`src/rtl/wb_intercon_n.sv`:
```
// wb_intercon_n: one-master Wishbone interconnect with priority decode, decode-miss error and ack timeout
module wb_intercon_n #(
    parameter int data_width = 32,
    parameter int adr_width = 32,
    parameter int sel_width = 2,
    parameter int num_slaves = 7,
    parameter logic [num_slaves*adr_width-1:0] slave_masks = '0,
    parameter logic [num_slaves*adr_width-1:0] slave_addrs = '0,
    parameter int timeout_cycles = 255
) (
    input  logic                             wb_clk_i,
    input  logic                             wb_rst_n_i,
    input  logic [adr_width-1:0]             wbm_adr_i,
    input  logic [data_width-1:0]            wbm_dat_i,
    input  logic [sel_width-1:0]             wbm_sel_i,
    input  logic                             wbm_we_i,
    input  logic                             wbm_cyc_i,
    input  logic                             wbm_stb_i,
    output logic [data_width-1:0]            wbm_dat_o,
    output logic                             wbm_ack_o,
    output logic                             wbm_err_o,
    output logic [num_slaves*adr_width-1:0]  wbs_adr_o,
    output logic [num_slaves*data_width-1:0] wbs_dat_o,
    output logic [num_slaves*sel_width-1:0]  wbs_sel_o,
    output logic [num_slaves-1:0]            wbs_we_o,
    output logic [num_slaves-1:0]            wbs_cyc_o,
    output logic [num_slaves-1:0]            wbs_stb_o,
    input  logic [num_slaves*data_width-1:0] wbs_dat_i,
    input  logic [num_slaves-1:0]            wbs_ack_i,
    output logic                             err_cause_o,
    output logic [adr_width-1:0]             err_adr_o
);
    // a zero timeout still needs a legal one-bit counter
    localparam int cw = timeout_cycles > 0 ? $clog2(timeout_cycles + 1) : 1;

    typedef enum logic [1:0] {idle, active, err} state_t;

    state_t state, state_nxt;
    logic [num_slaves-1:0] grant, grant_nxt, hit, hit_oh;
    logic [cw-1:0] cnt, cnt_nxt;
    logic [data_width-1:0] dat_sel;
    logic req, any_hit, gack, tmo, cap, cause_nxt;

    assign req = wbm_cyc_i & wbm_stb_i;

    assign wbs_adr_o = {num_slaves{wbm_adr_i}};
    assign wbs_dat_o = {num_slaves{wbm_dat_i}};
    assign wbs_sel_o = {num_slaves{wbm_sel_i}};
    assign wbs_we_o  = {num_slaves{wbm_we_i}};
    assign wbs_cyc_o = {num_slaves{wbm_cyc_i}};

    genvar i;
    generate
        for (i = 0; i < num_slaves; i++) begin : g_dec
            assign hit[i] = (wbm_adr_i & slave_masks[i*adr_width +: adr_width]) == slave_addrs[i*adr_width +: adr_width];
        end
    endgenerate

    // lowest-index hit wins so overlapping windows resolve deterministically
    always_comb begin
        hit_oh = '0;
        any_hit = 1'b0;
        for (int k = 0; k < num_slaves; k++) begin
            if (hit[k] && !any_hit) begin
                hit_oh[k] = 1'b1;
                any_hit = 1'b1;
            end
        end
    end

    // return path from the granted slave only
    always_comb begin
        dat_sel = '0;
        for (int k = 0; k < num_slaves; k++)
            dat_sel = dat_sel | (grant[k] ? wbs_dat_i[k*data_width +: data_width] : '0);
        gack = |(grant & wbs_ack_i);
    end

    // an ack arriving in the timeout cycle takes precedence over the error
    assign tmo = (timeout_cycles != 0) && (cnt == cw'(timeout_cycles)) && !gack;

    assign wbs_stb_o = (state == active && req) ? grant : '0;
    assign wbm_ack_o = state == active && wbm_cyc_i && gack;
    assign wbm_err_o = state == err || (state == active && wbm_cyc_i && tmo);
    assign wbm_dat_o = state == active ? dat_sel : '0;

    // transfer sequencing: decode, wait for ack, abort or error out
    always_comb begin
        state_nxt = state;
        grant_nxt = grant;
        cnt_nxt = cnt;
        cap = 1'b0;
        cause_nxt = err_cause_o;
        case (state)
            idle: begin
                if (req && any_hit) begin
                    grant_nxt = hit_oh;
                    cnt_nxt = '0;
                    state_nxt = active;
                end else if (req) begin
                    cap = 1'b1;
                    cause_nxt = 1'b0;
                    state_nxt = err;
                end
            end
            active: begin
                if (!wbm_cyc_i || gack) begin
                    state_nxt = idle;
                end else if (tmo) begin
                    cap = 1'b1;
                    cause_nxt = 1'b1;
                    state_nxt = idle;
                end else begin
                    cnt_nxt = (cnt == {cw{1'b1}}) ? cnt : cnt + cw'(1);
                end
            end
            default: state_nxt = idle;
        endcase
    end

    // state, grant, counter and error capture registers
    always_ff @(posedge wb_clk_i or negedge wb_rst_n_i) begin
        if (!wb_rst_n_i) begin
            state <= idle;
            grant <= '0;
            cnt <= '0;
            err_cause_o <= 1'b0;
            err_adr_o <= '0;
        end else begin
            state <= state_nxt;
            grant <= grant_nxt;
            cnt <= cnt_nxt;
            err_cause_o <= cause_nxt;
            if (cap)
                err_adr_o <= wbm_adr_i;
        end
    end
endmodule

```
`config.mk`:
```
export PLATFORM = sky130hd
export DESIGN_NAME = wb_intercon_n
export DESIGN_NICKNAME = d
export VERILOG_FILES = /design/src/rtl/wb_intercon_n.sv
export SDC_FILE = /design/constraint.sdc
export NUM_CORES = 1
export LEC_CHECK = 0
export ABC_CLOCK_PERIOD_IN_PS = 4000
export BUFFER_PORTS_ARGS = -buffer_cell sky130_fd_sc_hd__buf_2
export CELL_PAD_IN_SITES_DETAIL_PLACEMENT = 1
export CELL_PAD_IN_SITES_GLOBAL_PLACEMENT = 1
export CORE_AREA = 5 5 326 328
export CTS_CLUSTER_DIAMETER = 150
export DETAILED_ROUTE_END_ITERATION = 6
export DIE_AREA = 0 0 331 333
export GPL_ROUTABILITY_DRIVEN = 0
export PLACE_DENSITY_LB_ADDON = 0.1
export REMOVE_ABC_BUFFERS = 1
export SYNTH_ARGS = -nofsm -noshare
export SYNTH_HDL_FRONTEND = slang
export SYNTH_SLANG_ARGS = --single-unit
```
`constraint.sdc`:
```
create_clock -name wb_clk_i -period 4 [get_ports wb_clk_i]
set_input_delay 0.4 -clock wb_clk_i [delete_from_list [all_inputs] [get_ports wb_clk_i]]
set_output_delay 0.4 -clock wb_clk_i [all_outputs]
set_load 0.1 [all_outputs]
```
* Word level (Yosys, flattened, before mapping)
Cells that the tools add are included.
Word-level totals: bits in registers 44, output and inout port bits 550, logic and storage cells 48
Cells by class: bitwise operators 3, equality and inequality tests 8, reductions and logical operators 16, $add $sub $neg 1, muxes and demuxes 15
Operators with widths (count):
- $mux 32 | 2
- $mux 8 | 4
- $pmux 8 s2 | 1
- $add 8x1->8 const B | 1
- $eq 8x8->1 const B | 1
- $ne 2x2->1 const B | 4
- $and 1x7->7 | 1
- $reduce_or 7->1 | 1
- $mux 2 | 3
- $logic_and 1x1->1 | 5
- $reduce_and 5->1 | 1
- $mux 1 | 4
- $pmux 2 s2 | 1
- $reduce_and 2->1 | 2
- $ne 3x2->1 const B | 1
- $reduce_and 3->1 | 1
- $eq 2x1->1 const B | 1
- $eq 2x2->1 const B | 1
- $logic_not 1->1 | 2
- $logic_not 2->1 | 1
- $logic_or 1x1->1 | 2
- $reduce_bool 2->1 | 1
- $and 1x1->1 | 1
- $not 1->1 | 1

* Depth between registers and ports, before layout
word-level depth 7, gate-level depth with buffers 6

* Least setup slack after synthesis
OpenSTA, ideal clock, no wires.
path type reg-to-output, start register state[0], end output wbm_dat_o[10], cell stages (with the launch flop) 4, slack 1.956 ns, arrival 1.644 ns, data required time 3.600 ns, cell sequence dfrtp_1 > clkbuf_1 > clkbuf_1 > and3_1
On the way: longest elaborated chain between the ends 2
RTL lines:
- start, declared | RTL line 38 | state_t state, state_nxt;
- start signal, assigned | RTL line 124 | state <= idle;
- start signal, assigned | RTL line 130 | state <= state_nxt;
- $eq 2x1->1 | RTL line 85 | assign wbm_dat_o = state == active ? dat_sel : '0;
- $mux 32 | RTL line 85
- end, declared | RTL line 19 | output logic [data_width-1:0] wbm_dat_o,
Every way passes these cells.

* Final worst setup path
start register state[0], end output wbm_err_o
On the way: longest elaborated chain between the ends 4, elaborated cells on any way between the ends 5
RTL lines:
- $eq 2x1->1 | RTL line 84 | assign wbm_err_o = state == err || (state == active && wbm_cyc_i && tmo);
- $logic_and 1x1->1 (2 in a row) | RTL line 84
- $logic_or 1x1->1 (*) | RTL line 84
- end, declared | RTL line 21 | output logic wbm_err_o,
Every way passes the cells marked *; elsewhere a longest branch is shown, timed or not.

==> results.md <==
* Via count at 3517
* IO Pins at 852
* Overflow after GRT at 0
* Worst slew pin tran at 684.9 ps
* Worst setup margin at 1246 ps
* Hold violation total from the final report at 0
* Worst slew margin at 54.34%
* Number of synthesized flops with an enable pin at 0
* Post-CTS Hold Fix Bufs at 0
* FF+latch count, synth at 43
* Global router's overall resource usage at 7.397%
* # resized after CTS at 0
* Outcome: complete, no violations
* Iteration-0 DRC Markers at 79
* P_leak at 2.754 nW
* Final Cycle Share at 68.84%
* R2R setup slack at 1580 ps
* Top post-synthesis cells by area: buf_4, dfrtp_1, mux2_2
* Count leader, synth: buf_4
* Buffers inserted by post-CTS timing repair at 0
* Peak supply drop at 0.1325 mV
* CP Capture Type: primary output
* Seq/Total Area, Yosys at 19.22%
* Die Height at 333 um
* Largest net degree at the start of global routing at 43
* Worst R2R Start: state[0]$_DFFE_PN0P_
* Post-Syn Area at 5598 um2
* FILL cells at 12387
* Max-Cap Viols at 0
* Final net count at 837
* Post-Layout Cell Count at 1919
* Pre-antenna DRT Iters at 4
* Crit path required time at 3600 ps
* Worst path cell trace: buf_4 -> nand3_2 -> nor3_4 -> buf_2
* Total clock buffers created by CTS at 5
* Area of the multi-input gates at 858.3 um2
* Critical Path Start: state[0]$_DFFE_PN0P_
* Synthesis Warnings at 0
* Die area at 110200 um2
* Post-DR wirelength/cell at 22.94 um
* Commonest cells in the netlist: buf_4, dfrtp_1, and3_1, mux2_2, clkbuf_1
* Yosys cell types at 27
* Synth Flop Type: dfrtp_1
* Hold_ws at 85.86 ps
* Critical-path maximum fanout at 42
* Final Max Tran Viols at 0
* Minimum clock period at 2754 ps
* FMAX at 363.2 MHz
* Number of port buffers at 367
* Via-to-Cell Ratio at 1.833
* Clock buffer depth at 2
* Vias in the first global route at 3442
* Sequential cell area at 1076 um2
* Setup TNS at 0 ps
* Worst setup path end: wbm_err_o
* WP data arrival at 2350 ps
* Num rows at 118
* First-pass GRT wire length at 50920 um
* DP HPWL at 37500 um
* Routed WL at 44020 um
* RSZ-0062 raised after global routing: no
* Antenna Violating Nets Remaining at 0
* Mapped Cells at 641
* Initial cell density of the core at 5.440%
* Final Skew at 13.28 ps
* Yosys top cell by area: buf_4
* Dpl ws at 1307 ps
* Area delta synth->final at 1.788%
* Clock Sinks at 43
* Worst setup SP type: flip-flop
* Root Buffer Master: clkbuf_16
* Setup-failing EPs final at 0
* CP max stage cell: nor3_4
* Slowest stage delay, CP at 560 ps
* Dpl cells at 1907
* Skew-Pair Late Insertion Delay at 330 ps
* CTS clock-pin slew for the worst setup and hold paths at 80 ps
* Crit path buf inv count at 2
* Delay-heaviest family, CP: buffers and inverters
* DRC at 0
* Share of cells above drive strength 1 at 77.76%
* H-Tree Depth at 2
* Initial antenna violation count at 13
* Levels on crit path at 4
* R2R Path End: err_adr_o[8]$_DFFE_PN0P_
* Mean Syn Cell Area at 8.733 um2
* Die X at 331 um
* Pwr dens at 401.1 nW/um2
* Ys async rst share at 100.0%
* CORE AREA at 102900 um2
* Post-synth top area share at 64.64%
* CTS tree: done
* Util after Layout at 5.537%
* HP Class: in2async
* R2r worst-path depth at 5
* WS Path Type: reg2out
-- area by class of cell --
cell class	count	share of cell area [%]
repair buffers	373	33.03
well taps	1380	30.30
flip-flops and latches	43	18.88
multi-input cells	110	15.06
clock buffers	6	2.262
clock inverters	2	0.2196
diodes	4	0.1757
inverters	1	0.06588
-- worst min-delay path by stage --
stage	end	slack [ps]	cells after the start
finish	err_adr_o[29]$_DFFE_PN0P_	90	1
global route	err_adr_o[29]$_DFFE_PN0P_	140	1
CTS	err_adr_o[29]$_DFFE_PN0P_	120	1
detailed placement	err_cause_o$_DFFE_PN0P_	450	1
global placement	err_cause_o$_DFFE_PN0P_	450	1
floorplan	cnt[0]$_DFFE_PN0P_	100	0
-- cell usage in the layout (no fill, tap or decap), types with 2 or more instances in the layout --
cell type	count
buf_2	367
dfrtp_1	43
and3_1	34
mux2_2	32
nor2_1	6
conb_1	6
buf_4	6
clkbuf_16	5
diode_2	4
nand2_1	4
nand3_1	4
a22o_1	3
and4_1	2
nand4_1	2
or2_2	2
mux2i_1	2
nor3_1	2
xnor2_1	2
-- registers in the layout, indices dropped and copies added (netlist names) --
signal and flops:
err_adr_o 32, cnt 8, err_cause_o 1, grant 1
state 1
-- report_power, final --
group | switching, mW | internal, mW | leakage [nW]
clock network | 0.239 | 0.233 | 0.0669
registers | 0.00415 | 0.439 | 0.594
logic | 1.24 | 0.135 | 2.09
-- kinds of logic (layout without fill, tap and decap cells) --
family	Yosys count	in the layout	synth area share, %
AO/OA/AOI/OAI	5	5	0.7601
XOR/XNOR	2	2	0.3130
adder cells (fa/ha/maj)	1	1	0.2235
buffers and inverters	493	382	65.78
flip-flops	43	43	19.22
multiplexers	35	35	6.996
other	1	10	0.06699
AND/OR/NAND/NOR	61	61	6.638
-- per-layer routing --
layer / share of wire [%] / global-route usage (%)
met4: 1.0 / 0.7654
met5: 0.81 / 2.087
met1: 29 / 6.344
met3: 21 / 6.653
met2: 48 / 13.04
-- worst reg2reg max path, delay by kind of cell, from the launching register on --
kind	cells	cell delay (ps)
buf+inv	2	800
simple gates	2	800
mux	1	390
flops	1	320
-- per-stage QoR --
stage | power, mW | cell area, um2
finish | 2.285 | 5698
floorplan | 0.6578 | 1938
detailed placement | 1.837 | 5547
global placement | 1.847 | 5547
global route | 2.390 | 5688
CTS | 2.365 | 5688
No activity file was read; power rests on OpenSTA's default activity.
